**src/rtl/bsg_comm_link_striper_if.sv**
```systemverilog
// rtl/bsg_comm_link_striper_if.sv - fused core port and per-channel link port bundle
interface bsg_comm_link_striper_if #(
    parameter int channel_width_p = 16,
    parameter int core_channels_p = 4,
    parameter int link_channels_p = 4
);
    logic                                       fused_valid_i;
    logic [channel_width_p*core_channels_p-1:0] fused_data_i;
    logic                                       fused_ready_o;
    logic [link_channels_p-1:0]                 valid_o;
    logic [channel_width_p-1:0]                 data_o [link_channels_p];
    logic [link_channels_p-1:0]                 ready_i;

    // The striper itself.
    modport slave (
        input  fused_valid_i, fused_data_i, ready_i,
        output fused_ready_o, valid_o, data_o
    );

    // The core source plus the sbox sink around the striper.
    modport master (
        output fused_valid_i, fused_data_i, ready_i,
        input  fused_ready_o, valid_o, data_o
    );
endinterface

```
**src/rtl/bsg_comm_link_striper.sv**
```systemverilog
// rtl/bsg_comm_link_striper.sv - round-robin striper of fused words across active link channels
module bsg_comm_link_striper #(
    parameter int channel_width_p = 16,
    parameter int core_channels_p = 4,
    parameter int link_channels_p = 4,
    localparam int TW = (link_channels_p > 1) ? $clog2(link_channels_p) : 1
) (
    input  logic                          clk_i,
    input  logic                          reset_i,
    input  logic                          calib_done_i,
    input  logic [TW-1:0]                 top_active_channel_i,
    bsg_comm_link_striper_if.slave        link
);
    localparam int W  = channel_width_p;
    localparam int C  = core_channels_p;
    localparam int L  = link_channels_p;
    localparam int FW = W * C;
    localparam int IW = (C > 1) ? $clog2(C) : 1;
    // Wide enough for idx+R, ptr+R and channel offsets without overflow.
    localparam int AW = $clog2(C + 2*L + 2) + 2;

    logic [FW-1:0] r_data;
    logic          r_full;
    logic [IW-1:0] r_idx;
    logic [TW-1:0] r_ptr;
    logic [L-1:0]  r_sent;

    logic [AW-1:0] w_n;
    logic [AW-1:0] w_rem;
    logic [AW-1:0] w_r;
    logic [AW-1:0] w_sum;
    logic [AW-1:0] w_ptr_next;
    logic [AW-1:0] w_idx_next;
    logic [AW-1:0] w_k [L];
    logic [L-1:0]  w_win;
    logic [L-1:0]  w_valid;
    logic [L-1:0]  w_xfer;
    logic          w_live;
    logic          w_done;
    logic          w_final;
    logic          w_accept;

    // Round window size and the pointer/index values after this round.
    always_comb begin
        w_n        = AW'(top_active_channel_i) + AW'(1);
        w_rem      = AW'(C) - AW'(r_idx);
        w_r        = (w_n < w_rem) ? w_n : w_rem;
        w_sum      = AW'(r_ptr) + w_r;
        w_ptr_next = (w_sum >= w_n) ? (w_sum - w_n) : w_sum;
        w_idx_next = AW'(r_idx) + w_r;
        w_live     = r_full & calib_done_i & ~reset_i;
    end

    // Map each channel to its window offset; unsent window channels present a piece.
    always_comb begin
        for (int c = 0; c < L; c++) begin
            w_k[c]         = (AW'(c) >= AW'(r_ptr)) ? (AW'(c) - AW'(r_ptr))
                                                    : (AW'(c) + w_n - AW'(r_ptr));
            w_win[c]       = (AW'(c) < w_n) && (w_k[c] < w_r);
            w_valid[c]     = w_live & w_win[c] & ~r_sent[c];
            w_xfer[c]      = w_valid[c] & link.ready_i[c];
            link.data_o[c] = w_valid[c] ? W'(r_data >> ((int'(r_idx) + int'(w_k[c])) * W)) : '0;
        end
    end

    // Round completes once every window channel is sent, earlier or now.
    always_comb begin
        w_done             = w_live & (&(~w_win | r_sent | w_xfer));
        w_final            = w_done & (w_idx_next == AW'(C));
        link.fused_ready_o = calib_done_i & ~reset_i & (~r_full | w_final);
        w_accept           = link.fused_valid_i & link.fused_ready_o;
        link.valid_o       = w_valid;
    end

    // Control state: word occupancy, piece index, rotation pointer, sent mask.
    always_ff @(posedge clk_i) begin
        if (reset_i || !calib_done_i) begin
            r_full <= 1'b0;
            r_idx  <= '0;
            r_ptr  <= '0;
            r_sent <= '0;
        end else begin
            if (w_done) begin
                r_sent <= '0;
                r_ptr  <= TW'(w_ptr_next);
                r_idx  <= w_final ? '0 : IW'(w_idx_next);
                if (w_final) begin
                    r_full <= 1'b0;
                end
            end else begin
                r_sent <= r_sent | w_xfer;
            end
            if (w_accept) begin
                r_full <= 1'b1;
                r_idx  <= '0;
            end
        end
    end

    // Word buffer; contents only matter while r_full is set.
    always_ff @(posedge clk_i) begin
        if (w_accept) begin
            r_data <= link.fused_data_i;
        end
    end
endmodule

```
**src/flat_wrapper.sv**
```systemverilog
// flat-port wrapper written by rule: the top's interface ports become plain ports
module bsg_comm_link_striper_flat 
#(
    parameter int channel_width_p = 16,
    parameter int core_channels_p = 4,
    parameter int link_channels_p = 4,
    localparam int TW = (link_channels_p > 1) ? $clog2(link_channels_p) : 1
)
  (clk_i, reset_i, calib_done_i, top_active_channel_i, link_fused_valid_i, link_fused_data_i, link_ready_i, link_fused_ready_o, link_valid_o, link_data_o);
  bsg_comm_link_striper_if #(.channel_width_p(channel_width_p), .core_channels_p(core_channels_p), .link_channels_p(link_channels_p)) link_i ();
  input  logic clk_i;
  input  logic reset_i;
  input  logic calib_done_i;
  input  logic [TW-1:0] top_active_channel_i;
  input wire logic [$bits(link_i.fused_valid_i)-1:0] link_fused_valid_i;
  input wire logic [$bits(link_i.fused_data_i)-1:0] link_fused_data_i;
  input wire logic [$bits(link_i.ready_i)-1:0] link_ready_i;
  output wire logic [$bits(link_i.fused_ready_o)-1:0] link_fused_ready_o;
  output wire logic [$bits(link_i.valid_o)-1:0] link_valid_o;
  output wire logic [$bits(link_i.data_o)-1:0] link_data_o;
  assign link_i.fused_valid_i = link_fused_valid_i;
  assign link_i.fused_data_i = link_fused_data_i;
  assign link_i.ready_i = link_ready_i;
  assign link_fused_ready_o = link_i.fused_ready_o;
  assign link_valid_o = link_i.valid_o;
  assign link_data_o = {>>{link_i.data_o}};
  bsg_comm_link_striper #(.channel_width_p(channel_width_p), .core_channels_p(core_channels_p), .link_channels_p(link_channels_p)) u_core (.clk_i(clk_i), .reset_i(reset_i), .calib_done_i(calib_done_i), .top_active_channel_i(top_active_channel_i), .link(link_i));
endmodule
```
**config.mk**
```make
export PLATFORM = sky130hd
export DESIGN_NAME = bsg_comm_link_striper_flat
export DESIGN_NICKNAME = d
export VERILOG_FILES = /design/src/rtl/bsg_comm_link_striper_if.sv /design/src/rtl/bsg_comm_link_striper.sv /design/src/flat_wrapper.sv
export SDC_FILE = /design/constraint.sdc
export NUM_CORES = 1
export LEC_CHECK = 0
export CAP_MARGIN = 20
export CORE_MARGIN = 4
export CORE_UTILIZATION = 24
export CTS_BUF_LIST = sky130_fd_sc_hd__clkbuf_4
export DETAILED_ROUTE_END_ITERATION = 16
export GPL_TIMING_DRIVEN = 0
export PLACE_DENSITY = 0.53
export SETUP_SLACK_MARGIN = 0.5
export SLEW_MARGIN = 0
export SYNTH_ARGS = -nofsm -noshare
export SYNTH_HDL_FRONTEND = slang
export SYNTH_SLANG_ARGS = --single-unit
```
**constraint.sdc**
```tcl
create_clock -name clk_i -period 16.2 [get_ports clk_i]
set_clock_uncertainty 0.15 [all_clocks]
set_input_delay 1.62 -clock clk_i [delete_from_list [all_inputs] [get_ports clk_i]]
set_output_delay 1.62 -clock clk_i [all_outputs]
set_load 0.01 [all_outputs]
```
==> key figures <==
Routing
  • Drt pass-1 iters: 4
  • Post-route antenna net violation count: 0
  • Routed WL: 17800 µm
  • Via count of the routed design: 4375
  • Detailed Route Iter0 Violations: 180
  • Drt drc: 0
  • Drt wl/cell: 19.91 µm
  • Number of vias per cell: 4.894

STA
  • Setup Viol. Count Final: 0
  • Setup_tns: 0 ns
  • Fmax: 116.9 MHz
  • RSZ-0062 raised after global routing: no
  • Worst setup margin: 7.645 ns
  • Rel. slew slack: 0.3343
  • Fin crit period: 8.555 ns
  • Worst hold slack: 0.3484 ns
  • Final hold violation count: 0
  • Actual slew at the worst max-slew pin: 0.9985 ns
  • Tcrit/Tclk final: 0.5281
  • Slew Viols, Final: 0

Power and ir drop
  • Worst IR Drop VDD: 36.14 µV
  • Lkg Pwr: 2.742 nW
  • P per Cell Area: 53.83 nW/µm²

Logic synthesis
  • Post-Synth XOR/XNOR Area: 0.009269
  • Top-area cell type share of the netlist area: 0.3390
  • Syn Area/Cell: 13.50 µm²
  • Compound-Gate Fraction of Synth Area: 0.06400
  • #FFs+latches synth: 73
  • Largest family of logic cells by synthesized area: multiplexers
  • Ranking of synthesized cells by area: edfxtp_1 34%, mux4_2 25%, ha_1 8.2%, nor2b_1 3.6%, and3_1 3.5%
  • Cell variety after synth: 53
  • Cell taking the most area after synthesis: edfxtp_1
  • Seq/Total Area, Yosys: 0.3708
  • Mapped Area: 5669 µm²
  • Syn_nets: 540
  • Simple-gate share of the synthesized area: 0.1262
  • Number of synthesized flops with an enable pin: 64
  • Post-synth ARST share: 0
  • Post-synthesis cell count: 420
  • Yosys warnings: 0
  • Multiplexer area fraction after synthesis: 0.2748
  • Primary FF master, synth: edfxtp_1
  • Synth top cells by count: 64 x edfxtp_1, 64 x mux4_2, 37 x ha_1, 33 x nor2b_1, 32 x and3_1
  • Adder-cell share of the synthesized area: 0.1152

Worst setup path
  • Reg2Reg Depth: 18
  • Setup crit start kind: input pin
  • Reg-to-Reg End: u_core.r_data[63]$_DFFE_PP_
  • Setup CP Type: input pin to primary output
  • CP max FO: 10
  • Crit end category: primary output
  • Crit path DAT: 6.78 ns
  • R2r startpoint: u_core.r_idx[1]$_SDFFE_PP0P_
  • Required time of the critical path: 14.43 ns
  • Flop2flop setup slack: 11.25 ns

Clock tree
  • Clock buffer count from CTS: 9
  • Clock Path Buffers: 2
  • CTS clk-pin slew, worst paths: 0.10 ns
  • Post_cts resized: 0
  • H-tree Lvls: 3
  • Hold-fix buffers at CTS: 0
  • TritonCTS clock tree: done
  • CTS sink count: 73
  • Root Driver: clkbuf_4
  • Clk_lat worst skew: 0.44 ns
  • Post-CTS setup buffers: 0

Hold path
  • Worst hold start: u_core.r_sent[2]$_SDFF_PP0_
  • Worst hold path class: flip-flop to flip-flop
  • Worst Hold Depth: 2
  • Worst Hold Endpoint: u_core.r_sent[2]$_SDFF_PP0_

Final layout
  • P&R area growth vs syn: 36.02%
  • Layout Nets: 697
  • Diodes inserted: 0
  • Final core occ: 0.3365
  • Ratio of cells with drive above 1 in the final layout: 0.1859
  • Final instance area: 7711 µm²

Place
  • Port Buffers: 142
  • Dpl ws: 7.688 ns
  • Detailed Place HPWL: 13890 µm
  • Gpl congestion: 0.7824
  • Post-DP Area: 7579 µm²

Global route
  • First-pass GRT wire length: 27730 µm
  • Vias in the first global route: 4827
  • Initial antenna violation count: 0
  • GRT Total Usage: 0.1374
  • GR Overflow Total: 0
  • Largest net degree at the start of global routing: 22

Floorplan
  • Horiz. Die Dim: 161.7 µm
  • Row count: 55
  • I/O pins: 143
  • Area of the core: 22920 µm²
  • Initial core utilization: 0.2474
  • Die ar.: 26150 µm²
  • Die height: 161.7 µm

Run
  • MaxCap Viol Count: 0

Run status
  • Status: complete, no violations
## placed cells by master (no fill, tap or decap), types with 5 or more instances in the layout
master	n
nand2b_1	5
o21ai_0	6
and3_1	32
clkbuf_1	13
clkbuf_4	10
a21oi_1	5
a211oi_1	5
fa_1	9
xnor2_1	5
mux2i_1	6
mux2_2	5
edfxtp_1	64
buf_2	6
nor3_1	6
dfxtp_1	9
nor2b_1	33
ha_1	37
inv_1	29
nor2_1	15
nand2_1	13
mux4_2	64
clkdlybuf4s50_1	142
## report_power, final
part	switching, mW	total (mW)	internal (mW)	leakage [nW]
clock	0.0693	0.117	0.0477	0.0661
combinational	0.0363	0.0836	0.0473	2.02
sequential	0.00441	0.215	0.210	0.659
total	0.110	0.415	0.305	2.74
## area by class of cell
cell class                 instances  area, µm²
buffer                            25      116.4
clock buffer                      10      75.07
clock inverter                     5      57.56
fill                            2246      15200
inverter                          29      108.9
multi-input combinational        293       3353
sequential                        73       2102
tap                              313      391.6
timing repair buffer             146       1506
## metrics by stage
| stage | instances | total power, mW |
|---|---|---|
| 3_5_place_dp | 879 | 0.3029 |
| 2_1_floorplan | 420 | 0.2655 |
| 3_3_place_gp | 875 | 0.2994 |
| 5_1_grt | 894 | 0.4367 |
| 4_1_cts | 894 | 0.4230 |
| 6_report | 894 | 0.4151 |
## metal layers
metal / GRT usage / up-vias / wire length [µm]
met5: 0 / - / 0
met4: 0.03460 / 0 / 314
met3: 0.03426 / 29 / 1050
met2: 0.2402 / 161 / 9248
met1: 0.1713 / 2226 / 7186
li1: - / 1959 / -
## worst max path at each step
stage / startpoint / endpoint / slack [ns] / cells after the start
5_1_grt: top_active_channel_i[0] / link_data_o[24] / 7.41 / 14
4_1_cts: top_active_channel_i[0] / link_data_o[24] / 7.65 / 14
3_5_place_dp: top_active_channel_i[0] / link_data_o[24] / 7.69 / 14
2_1_floorplan: top_active_channel_i[0] / u_core.r_data[0]$_DFFE_PP_ / 8.75 / 13
6_report: top_active_channel_i[0] / link_data_o[24] / 7.65 / 14
3_3_place_gp: top_active_channel_i[0] / u_core.r_data[49]$_DFFE_PP_ / 6.50 / 14
## kinds of logic (layout without fill, tap and decap cells)
| group | after synthesis | count (layout) |
|---|---|---|
| muxes | 75 | 75 |
| xor gates and xnor gates | 6 | 6 |
| DFF | 73 | 73 |
| and+or+nand+nor | 123 | 123 |
| buffers and inverters | 54 | 215 |
| AOI/OAI and AO/OA | 42 | 42 |
| adders and majority gates | 47 | 47 |
## flip-flops by register name, summed over array words and instances, names as in the netlist
signal,flops
u_core.r_data,64
u_core.r_full,1
u_core.r_idx,2
u_core.r_ptr,2
u_core.r_sent,4
## worst max-delay path, stage by stage
cell             delay, ns
clkdlybuf4s50_1       0.65
inv_1                 0.23
ha_1                  0.40
buf_2                 0.24
inv_1                 0.14
fa_1                  0.55
mux2_2                0.19
inv_1                 0.06
fa_1                  0.50
buf_1                 0.39
clkbuf_1              0.64
mux4_2                0.33
nor2b_1               0.22
clkdlybuf4s50_1       0.60
No activity file was read; power rests on OpenSTA's default activity.
